`src/rtl/instr_fetch_unit_if.sv`:
```
// Instruction-memory port of the fetch stage: req/addr held until ack,
// with ack allowed in the same cycle as req.
interface instr_fetch_unit_if;
    logic        imem_req;
    logic [31:0] imem_addr;
    logic        imem_ack;
    logic [31:0] imem_rdata;

    modport master (output imem_req, imem_addr, input imem_ack, imem_rdata);
    modport slave  (input imem_req, imem_addr, output imem_ack, imem_rdata);
endinterface

```
`src/rtl/instr_fetch_unit.sv`:
```
// Fetch stage: PC, req/ack instruction fetch, decode field split, redirects.
// Optional FETCH_ALIGN_CHK_EN: misaligned redirects set sticky misalign_err and halt fetch.
module instr_fetch_unit #(
    parameter logic [31:0] RESET_PC = 32'h0000_0000
) (
    input  logic                      clk,
    input  logic                      rst_n,
    instr_fetch_unit_if.master        imem,
    input  logic                      stall,
    input  logic                      redirect_valid,
    input  logic [31:0]               redirect_pc,
    output logic                      instr_valid,
    output logic [31:0]               instr,
    output logic [31:0]               pc_out,
    output logic [31:0]               pc_plus4,
    output logic [5:0]                opcode,
    output logic [5:0]                funct,
    output logic [4:0]                rs,
    output logic [4:0]                rt,
    output logic [4:0]                rd,
    output logic [4:0]                shamt,
    output logic [15:0]               imm,
    output logic [25:0]               jtarget,
    output logic                      misalign_err
);

    typedef enum logic [1:0] {START, FETCH, DRAIN} state_t;

    state_t      state, state_nx;
    logic [31:0] fetch_pc, fetch_pc_nx;
    logic [31:0] target, target_nx;
    logic        valid_nx, err_nx, cap, req;
    logic [31:0] rpc;
    logic        bad;

`ifdef FETCH_ALIGN_CHK_EN
    assign rpc = redirect_pc;
    assign bad = redirect_valid && (redirect_pc[1:0] != 2'b00);
`else
    assign rpc = redirect_pc & 32'hFFFF_FFFC;
    assign bad = 1'b0;
`endif

    always_ff @(posedge clk or negedge rst_n) begin
        if (!rst_n) state <= START;
        else        state <= state_nx;
    end

    always_comb begin
        state_nx    = state;
        fetch_pc_nx = fetch_pc;
        target_nx   = target;
        valid_nx    = instr_valid;
        err_nx      = misalign_err;
        cap         = 1'b0;
        req         = 1'b0;

        if (instr_valid && !stall) valid_nx = 1'b0;

        case (state)
            START: begin
                state_nx = FETCH;
                if (redirect_valid && !bad) fetch_pc_nx = rpc;
            end
            FETCH: begin
                // Gating on stall keeps the output slot free whenever an ack can land.
                req = !(instr_valid && stall) && !misalign_err;
                if (redirect_valid) begin
                    if (req && !imem.imem_ack) begin
                        state_nx  = DRAIN;
                        target_nx = bad ? fetch_pc : rpc;
                    end else if (!bad) begin
                        fetch_pc_nx = rpc;
                    end
                end else if (req && imem.imem_ack) begin
                    cap         = 1'b1;
                    valid_nx    = 1'b1;
                    fetch_pc_nx = fetch_pc + 32'd4;
                end
            end
            DRAIN: begin
                req = 1'b1;
                if (imem.imem_ack) begin
                    state_nx    = FETCH;
                    fetch_pc_nx = (redirect_valid && !bad) ? rpc : target;
                end else if (redirect_valid && !bad) begin
                    target_nx = rpc;
                end
            end
            default: state_nx = START;
        endcase

        if (redirect_valid) begin
            valid_nx = 1'b0;
            if (bad) err_nx = 1'b1;
        end
    end

    always_ff @(posedge clk or negedge rst_n) begin
        if (!rst_n) begin
            fetch_pc     <= RESET_PC;
            target       <= '0;
            instr_valid  <= 1'b0;
            instr        <= '0;
            pc_out       <= '0;
            misalign_err <= 1'b0;
        end else begin
            fetch_pc     <= fetch_pc_nx;
            target       <= target_nx;
            instr_valid  <= valid_nx;
            misalign_err <= err_nx;
            if (cap) begin
                instr  <= imem.imem_rdata;
                pc_out <= fetch_pc;
            end
        end
    end

    assign imem.imem_req  = req;
    assign imem.imem_addr = fetch_pc;

    assign pc_plus4 = pc_out + 32'd4;
    assign opcode   = instr[31:26];
    assign funct    = instr[5:0];
    assign rs       = instr[25:21];
    assign rt       = instr[20:16];
    assign rd       = instr[15:11];
    assign shamt    = instr[10:6];
    assign imm      = instr[15:0];
    assign jtarget  = instr[25:0];

endmodule

```
`src/flat_wrapper.sv`:
```
// flat-port wrapper written by rule: the top's interface ports become plain ports
module instr_fetch_unit_flat 
#(
    parameter logic [31:0] RESET_PC = 32'h0000_0000
)
  (clk, rst_n, stall, redirect_valid, redirect_pc, instr_valid, instr, pc_out, pc_plus4, opcode, funct, rs, rt, rd, shamt, imm, jtarget, misalign_err, imem_imem_req, imem_imem_addr, imem_imem_ack, imem_imem_rdata);
  instr_fetch_unit_if imem_i ();
  input  logic clk;
  input  logic rst_n;
  input  logic stall;
  input  logic redirect_valid;
  input  logic [31:0] redirect_pc;
  output logic instr_valid;
  output logic [31:0] instr;
  output logic [31:0] pc_out;
  output logic [31:0] pc_plus4;
  output logic [5:0] opcode;
  output logic [5:0] funct;
  output logic [4:0] rs;
  output logic [4:0] rt;
  output logic [4:0] rd;
  output logic [4:0] shamt;
  output logic [15:0] imm;
  output logic [25:0] jtarget;
  output logic misalign_err;
  output wire logic [$bits(imem_i.imem_req)-1:0] imem_imem_req;
  output wire logic [$bits(imem_i.imem_addr)-1:0] imem_imem_addr;
  input wire logic [$bits(imem_i.imem_ack)-1:0] imem_imem_ack;
  input wire logic [$bits(imem_i.imem_rdata)-1:0] imem_imem_rdata;
  assign imem_imem_req = imem_i.imem_req;
  assign imem_imem_addr = imem_i.imem_addr;
  assign imem_i.imem_ack = imem_imem_ack;
  assign imem_i.imem_rdata = imem_imem_rdata;
  instr_fetch_unit #(.RESET_PC(RESET_PC)) u_core (.clk(clk), .rst_n(rst_n), .imem(imem_i), .stall(stall), .redirect_valid(redirect_valid), .redirect_pc(redirect_pc), .instr_valid(instr_valid), .instr(instr), .pc_out(pc_out), .pc_plus4(pc_plus4), .opcode(opcode), .funct(funct), .rs(rs), .rt(rt), .rd(rd), .shamt(shamt), .imm(imm), .jtarget(jtarget), .misalign_err(misalign_err));
endmodule
```
`config.mk`:
```
export PLATFORM = sky130hd
export DESIGN_NAME = instr_fetch_unit_flat
export DESIGN_NICKNAME = d
export VERILOG_FILES = /design/src/rtl/instr_fetch_unit_if.sv /design/src/rtl/instr_fetch_unit.sv /design/src/flat_wrapper.sv
export SDC_FILE = /design/constraint.sdc
export NUM_CORES = 1
export LEC_CHECK = 0
export ABC_AREA = 1
export BUFFER_PORTS_ARGS = -buffer_cell sky130_fd_sc_hd__buf_2
export CAP_MARGIN = 20
export CORE_MARGIN = 2
export CORE_UTILIZATION = 50
export CTS_BUF_LIST = sky130_fd_sc_hd__clkbuf_2
export DETAILED_ROUTE_END_ITERATION = 12
export GPL_ROUTABILITY_DRIVEN = 1
export MAX_ROUTING_LAYER = met4
export PLACE_DENSITY = 0.8
export SYNTH_ARGS = -nofsm -noshare
export SYNTH_HDL_FRONTEND = slang
export SYNTH_SLANG_ARGS = --single-unit
export TNS_END_PERCENT = 30
```
`constraint.sdc`:
```
create_clock -name clk -period 2.03 [get_ports clk]
set_input_delay 0.203 -clock clk [delete_from_list [all_inputs] [get_ports clk]]
set_output_delay 0.203 -clock clk [all_outputs]
set_load 0.01 [all_outputs]
```
==> results of run 1 <==
[worst max path at each step]
stage                startpoint  cells past startpoint            to  slack [ps]
2_1_floorplan  u_core.pc_out[3]                     10  pc_plus4[24]         170
3_3_place_gp   u_core.pc_out[2]                     11  pc_plus4[28]          90
3_5_place_dp   u_core.pc_out[2]                     11  pc_plus4[28]          70
4_1_cts        u_core.pc_out[3]                     11  pc_plus4[28]        -720
5_1_grt        u_core.pc_out[2]                     11  pc_plus4[24]        -890
6_report       u_core.pc_out[2]                     11  pc_plus4[24]        -670
[stage by stage]
| stage | TNS, ps | instance area, um2 | power [W] |
|---|---|---|---|
| 2_1_floorplan | 0 | 8060 | 0.0111 |
| 3_5_place_dp | 0 | 9260 | 0.0139 |
| 5_1_grt | -17730 | 10700 | 0.0181 |
| 3_3_place_gp | 0 | 9260 | 0.0137 |
| 6_report | -12690 | 10700 | 0.0168 |
| 4_1_cts | -12980 | 10400 | 0.0160 |
[what timing repair did]
action | in CTS | in global routing
setup buffers | 20 | 17
gates resized for setup | 24 | 46
pin swaps | 13 | 19
endpoints found under the setup margin | 27 | 120
hold buffers | 67 | 0
hold endpoints to repair | 226 | 0
gates cloned | 0 | 1
[layout make-up]
| class | instances | area, um2 |
|---|---|---|
| clock inverters | 14 | 165 |
| diodes | 1 | 2.50 |
| repair buffers | 411 | 2680 |
| inverters | 103 | 410 |
| multi-input cells | 704 | 3840 |
| flip-flops and latches | 131 | 3290 |
| clock buffers | 17 | 85.1 |
| fillers | 1252 | 5090 |
| well taps | 216 | 270 |
[worst register-to-register path: cells and delay by family (launching register included)]
family / cells / cell delay [ps]
adders and majority gates: 1 / 180
AOI/OAI and AO/OA: 3 / 410
DFF: 1 / 490
and+or+nand+nor: 3 / 350
buffers and inverters: 3 / 500
[logic make-up after synthesis]
kind of cell | synth area share (%)
xor+xnor | 3.26
buf+inv | 14.1
fa+ha+maj | 0.932
mux | 4.47
flops | 40.7
simple gates | 26.0
other cells | 0.0466
compound gates | 10.5
[power by group through the flow]
stage | Combinational (W) | Sequential (W) | Clock (W)
floorplan | 0.00575 | 0.00538 | 0
global placement | 0.00855 | 0.00518 | 0
detailed placement | 0.00871 | 0.00524 | 0
CTS | 0.00915 | 0.00512 | 0.00175
global route | 0.0109 | 0.00537 | 0.00186
finish | 0.00990 | 0.00521 | 0.00170
[flip-flops by register name, summed over array words and instances (netlist names)]
| register | count |
|---|---|
| u_core.instr | 32 |
| u_core.instr_valid | 1 |
| u_core.state | 2 |
| u_core.pc_out | 32 |
| u_core.target | 32 |
| u_core.imem.imem_addr | 32 |
[cell usage in the layout, fill, tap and decap left out, types with 17 or more instances in the layout]
cell,synthesis,layout
buf_2,10,269
dfrtp_1,131,122
dlygate4sd3_1,0,67
mux2_2,32,32
buf_4,84,62
nand2_1,316,316
a21oi_1,36,35
nor2_1,81,77
inv_1,95,90
o21ai_0,74,74
xor2_1,29,29
clkbuf_2,0,17
nand3_1,27,24
[metal layers]
layer / vias to the layer above / share of wire, % / GRT usage, %
li1: 3931 / - / -
met4: 0 / 3.3 / 11.3
met5: - / 0 / -
met3: 63 / 7.0 / 5.42
met2: 393 / 50 / 49.8
met1: 3836 / 39 / 35.9
==> flow_metrics.py, run 1 <==
metrics = {
    "global_route": {
        "grt_pass1_wl_um": 37900,
        "grt_use_total_pct": 29.7,
        "grt_pass1_vias": 7320,
        "antenna_found_initial": 1,
        "grt_overflow": 0,
        "grt_max_degree": 55,
    },
    "routing": {
        "wl_per_cell_um": 16.1,
        "drt_iter0_drc": 714,
        "dr.pass1.iters": 6,
        "wirelength_um": 25600,
        "drc_errors": 0,
        "routed_via_density": 5.15,
        "ant_nets": 0,
        "vias": 8223,
    },
    "die": {
        "core_um2": 15800,
        "rows": 46,
        "ios": 274,
        "die_h_um": 131,
        "die_area_um2": 17100,
        "fp.dieW_um": 131,
        "initial_core_util_pct": 50.9,
    },
    "cells_and_area": {
        "fin_util_pct": 67.9,
        "fin_nets": 1443,
        "stdcell_count": 1597,
        "area_growth_pct": 33.3,
        "drive_above_1_share_pct": 35.1,
    },
    "sta": {
        "tightestPinTransition_ps": 531,
        "rsz0062_at_grt": "true",
        "finalCritPeriodShare_pct": 133,
        "hold-worst-slack_ps": 213,
        "setup_viol": 27,
        "setup_ws_ps": -673,
        "period_needed_ps": 2700,
        "fmax_ghz": 0.370,
        "final_max_slew_viol_count": 0,
        "skew_ps": 40.0,
        "slew_headroom_pct": 64.6,
        "hold_viol": 0,
    },
    "yosys": {
        "yosysSeqAreaShare_pct": 40.7,
        "synth_cells": 1048,
        "synth_common_cells": "nand2_1 (316), dfrtp_1 (131), inv_1 (95)",
        "syn-num-nets": 1123,
        "netlist_area_um2": 8060,
        "ys.flop_type": "dfrtp_1",
        "synth.distinct_cells": 43,
        "ys.warnings.count": 0,
        "async_flop_share_pct": 100,
        "yosys.cell_count.top_type": "nand2_1",
        "synth_area_leaders": "dfrtp_1 (41%), nand2_1 (15%), buf_4 (7.8%)",
        "syn_area_per_cell_um2": 7.69,
        "synth_edf_count": 0,
        "synth_top_area_cell": "dfrtp_1",
        "synth.top_cell.area_share_pct": 40.7,
        "ys_seq_elements": 131,
    },
    "worst_hold_path": {
        "hold_end": "u_core.target[4]",
        "worstHoldPathCells": 4,
        "hold_start": "redirect_pc[4]",
        "min_path_type": "in2reg",
    },
    "power_and_ir_drop": {
        "p_clk_share_pct": 10.1,
        "combinationalPowerShare_pct": 58.9,
        "max-vdd-ir-drop_mv": 1.09,
        "p_sw_w": 0.00819,
        "power-per-cell-area_nw_per_um2": 1560,
        "sequentialPowerShare_pct": 31.0,
        "internal_power_w": 0.00862,
        "switching_share_pct": 48.7,
        "p_leak_nw": 5.43,
    },
    "clock_tree": {
        "cts.reportedPaths.clkPinSlew_ps": 210,
        "cts_tree": "yes",
        "cts_buffers": 17,
        "ctsHtreeMaxLevel": 4,
        "cts.sinks": 131,
        "ctsRootBufferMaster": "clkbuf_2",
        "clock_latency_ps": 750,
        "clk_path_buf_depth": 2,
    },
    "run_status": {
        "violations": "negative setup slack",
        "run_status": "finished with violations",
    },
    "placed_design": {
        "dp_cells": 1460,
        "portBuffers": 270,
        "dp_slack_ps": 70.8,
        "hpwl_um": 17500,
        "place.gp.congestion": 0.938,
    },
    "setup_path": {
        "critPathBufInv": 2,
        "crit_chain": "ha_2 > inv_2 > nor2_4 > nand3_2 > nor2_4 > nand2_2 > nor2_4 > nand2_4 > nor3_4 > xor2_1 > buf_2",
        "cp_slowest_cell": "dfrtp_1",
        "crit_type": "reg2out",
        "r2r_end": "u_core.imem.imem_addr[10]",
        "cp-start-kind": "register",
        "setup.worst_path.end_class": "output pin",
        "crit_family": "simple AND/OR/NAND/NOR gates",
        "reg2reg_from": "u_core.state[0]",
        "r2r_cells": 10,
        "crit_top_cell": "nor2_4",
        "r2r_setup_slack_ps": 30,
        "slowest_delay_ps": 410,
        "crit_arrival_ps": 2500,
        "critPathMaxFanout": 3,
        "cp_data_required_time_ps": 1830,
    },
    "run": {
        "cap_violations": 0,
    },
}
(Power assumes the default switching activity.)
==> run 2, diff against run 1 <==
--- a/config.mk
+++ b/config.mk
@@ -11,10 +11,12 @@
 export CORE_MARGIN = 2
 export CORE_UTILIZATION = 50
 export CTS_BUF_LIST = sky130_fd_sc_hd__clkbuf_2
+export CTS_CLUSTER_DIAMETER = 30
 export DETAILED_ROUTE_END_ITERATION = 12
 export GPL_ROUTABILITY_DRIVEN = 1
 export MAX_ROUTING_LAYER = met4
 export PLACE_DENSITY = 0.8
+export RECOVER_POWER = 50
 export SYNTH_ARGS = -nofsm -noshare
 export SYNTH_HDL_FRONTEND = slang
 export SYNTH_SLANG_ARGS = --single-unit
==> run 2 against run 1 <==
Against the previous run:
- the flow still finishes with violations (negative setup slack)
- core utilization down 0.77 points
- design area is 1.1% lower
- wire length rose by 0.26%
==> flow_metrics.py, run 2 (same netlist as run 1, synthesis figures left out) <==
metrics = {
    "setup_path": {
        "critPathMaxFanout": 3,
        "crit_type": "reg2out",
        "crit_family": "simple AND/OR/NAND/NOR gates",
        "crit_arrival_ps": 2490,
        "crit_chain": "ha_2 > inv_2 > nor2_4 > nand3_2 > nor2_4 > nand2_2 > nor2_4 > nand2_4 > nor3_4 > xor2_1 > buf_2",
        "cp_data_required_time_ps": 1830,
        "cp_slowest_cell": "dfrtp_1",
        "setup.worst_path.end_class": "output pin",
        "crit_top_cell": "nor2_4",
        "cp-start-kind": "register",
        "r2r_setup_slack_ps": -220,
        "slowest_delay_ps": 410,
        "critPathBufInv": 2,
    },
    "global_route": {
        "grt_max_degree": 55,
        "grt_use_total_pct": 29.7,
        "antenna_found_initial": 1,
        "grt_overflow": 0,
        "grt_pass1_wl_um": 37900,
        "grt_pass1_vias": 7320,
    },
    "routing": {
        "routed_via_density": 5.18,
        "drc_errors": 0,
        "ant_nets": 0,
        "wl_per_cell_um": 16.1,
        "wirelength_um": 25700,
        "vias": 8278,
        "dr.pass1.iters": 6,
        "drt_iter0_drc": 670,
    },
    "cells_and_area": {
        "drive_above_1_share_pct": 29.4,
        "final_cell_mix": "nand2_1 (316), buf_2 (192), dfrtp_1 (122), inv_1 (90), nor2_1 (78)",
        "fin_nets": 1443,
        "final_common_cell": "nand2_1",
        "area_growth_pct": 31.8,
    },
    "die": {
        "fp.dieW_um": 131,
        "ios": 274,
        "rows": 46,
        "core_um2": 15800,
        "die_h_um": 131,
        "initial_core_util_pct": 50.9,
        "die_area_um2": 17100,
    },
    "clock_tree": {
        "cts_tree": "yes",
        "cts.reportedPaths.clkPinSlew_ps": 210,
        "ctsHtreeMaxLevel": 4,
        "cts_buffers": 17,
        "ctsRootBufferMaster": "clkbuf_2",
        "clk_path_buf_depth": 2,
        "clock_latency_ps": 750,
        "cts.sinks": 131,
    },
    "sta": {
        "period_needed_ps": 2700,
        "setup_viol": 108,
        "slew_headroom_pct": 5.57,
        "hold_viol": 0,
        "final_max_slew_viol_count": 0,
        "tightestPinTransition_ps": 1420,
        "fmax_ghz": 0.371,
        "setup_ws_ps": -665,
        "finalCritPeriodShare_pct": 133,
        "rsz0062_at_grt": "true",
        "skew_ps": 42.6,
    },
    "placed_design": {
        "portBuffers": 270,
        "dp_slack_ps": 70.8,
        "place.gp.congestion": 0.938,
        "hpwl_um": 17500,
    },
    "run_status": {
        "run_status": "finished with violations",
        "violations": "negative setup slack",
    },
    "power_and_ir_drop": {
        "power-per-cell-area_nw_per_um2": 1560,
        "max-vdd-ir-drop_mv": 1.06,
        "p_leak_nw": 5.19,
        "p_total_w": 0.0166,
    },
    "worst_hold_path": {
        "min_path_type": "in2reg",
    },
    "run": {
        "cap_violations": 0,
    },
}
## run 2: timing repair
item | CTS | global route
gates cloned | 0 | 1
endpoints found under the setup margin | 27 | 120
setup buffers | 20 | 17
pin swaps | 13 | 19
resized for setup | 24 | 46
hold buffers | 67 | 0
hold endpoints to repair | 226 | 0
## run 2: worst min-delay path, cell delays in order
cell	delay [ps]
dlygate4sd3_1	510
buf_2	110
nand2_1	50
nand2_1	40
## run 2: final cells by class
cell class / count / area, um2
Fill cell: 1311 / 5210
Multi-Input combinational cell: 704 / 3820
Sequential cell: 131 / 3290
Timing Repair Buffer: 411 / 2580
Inverter: 103 / 410
Tap cell: 216 / 270
Clock inverter: 14 / 165
Clock buffer: 17 / 85.1
Antenna cell: 1 / 2.50
## run 2: final timing paths
| check | from | cells past startpoint | to |
|---|---|---|---|
| worst max register to register | u_core.state[0] | 8 | u_core.instr[3] |
| worst max-delay path | u_core.pc_out[2] | 11 | pc_plus4[24] |
| worst min-delay path | redirect_pc[4] | 4 | u_core.target[4] |
| worst min register to register | u_core.target[3] | 2 | u_core.target[3] |
| max in group asynchronous | rst_n | 4 | u_core.imem.imem_addr[3] |
| min in group asynchronous | rst_n | 3 | u_core.target[28] |
## run 2: routing by layer
metal | vias to the layer above | global-route usage (%) | wire (um)
met5 | - | - | 0
met2 | 407 | 49.8 | 13100
li1 | 3931 | - | -
met1 | 3881 | 35.9 | 10100
met3 | 59 | 5.42 | 1730
met4 | 0 | 11.3 | 790
## run 2: per-stage QoR
step	area (um2)	TNS (ps)	hold slack, ps	util (%)	cells
floorplan	8060	0	-92.6	-	1048
global placement	9260	0	194	58.5	1460
detailed placement	9260	0	193	58.5	1460
CTS	10400	-12980	151	65.8	1578
global route	10600	-43810	150	67.1	1597
finish	10600	-23790	214	67.1	1597
## run 2: power by group
| group | leakage [nW] | internal (W) | switching [W] | total, W |
|---|---|---|---|---|
| sequential | 1.61 | 0.00385 | 0.00138 | 0.00523 |
| combinational | 3.44 | 0.00387 | 0.00580 | 0.00968 |
| clock | 0.138 | 0.000671 | 0.00104 | 0.00171 |
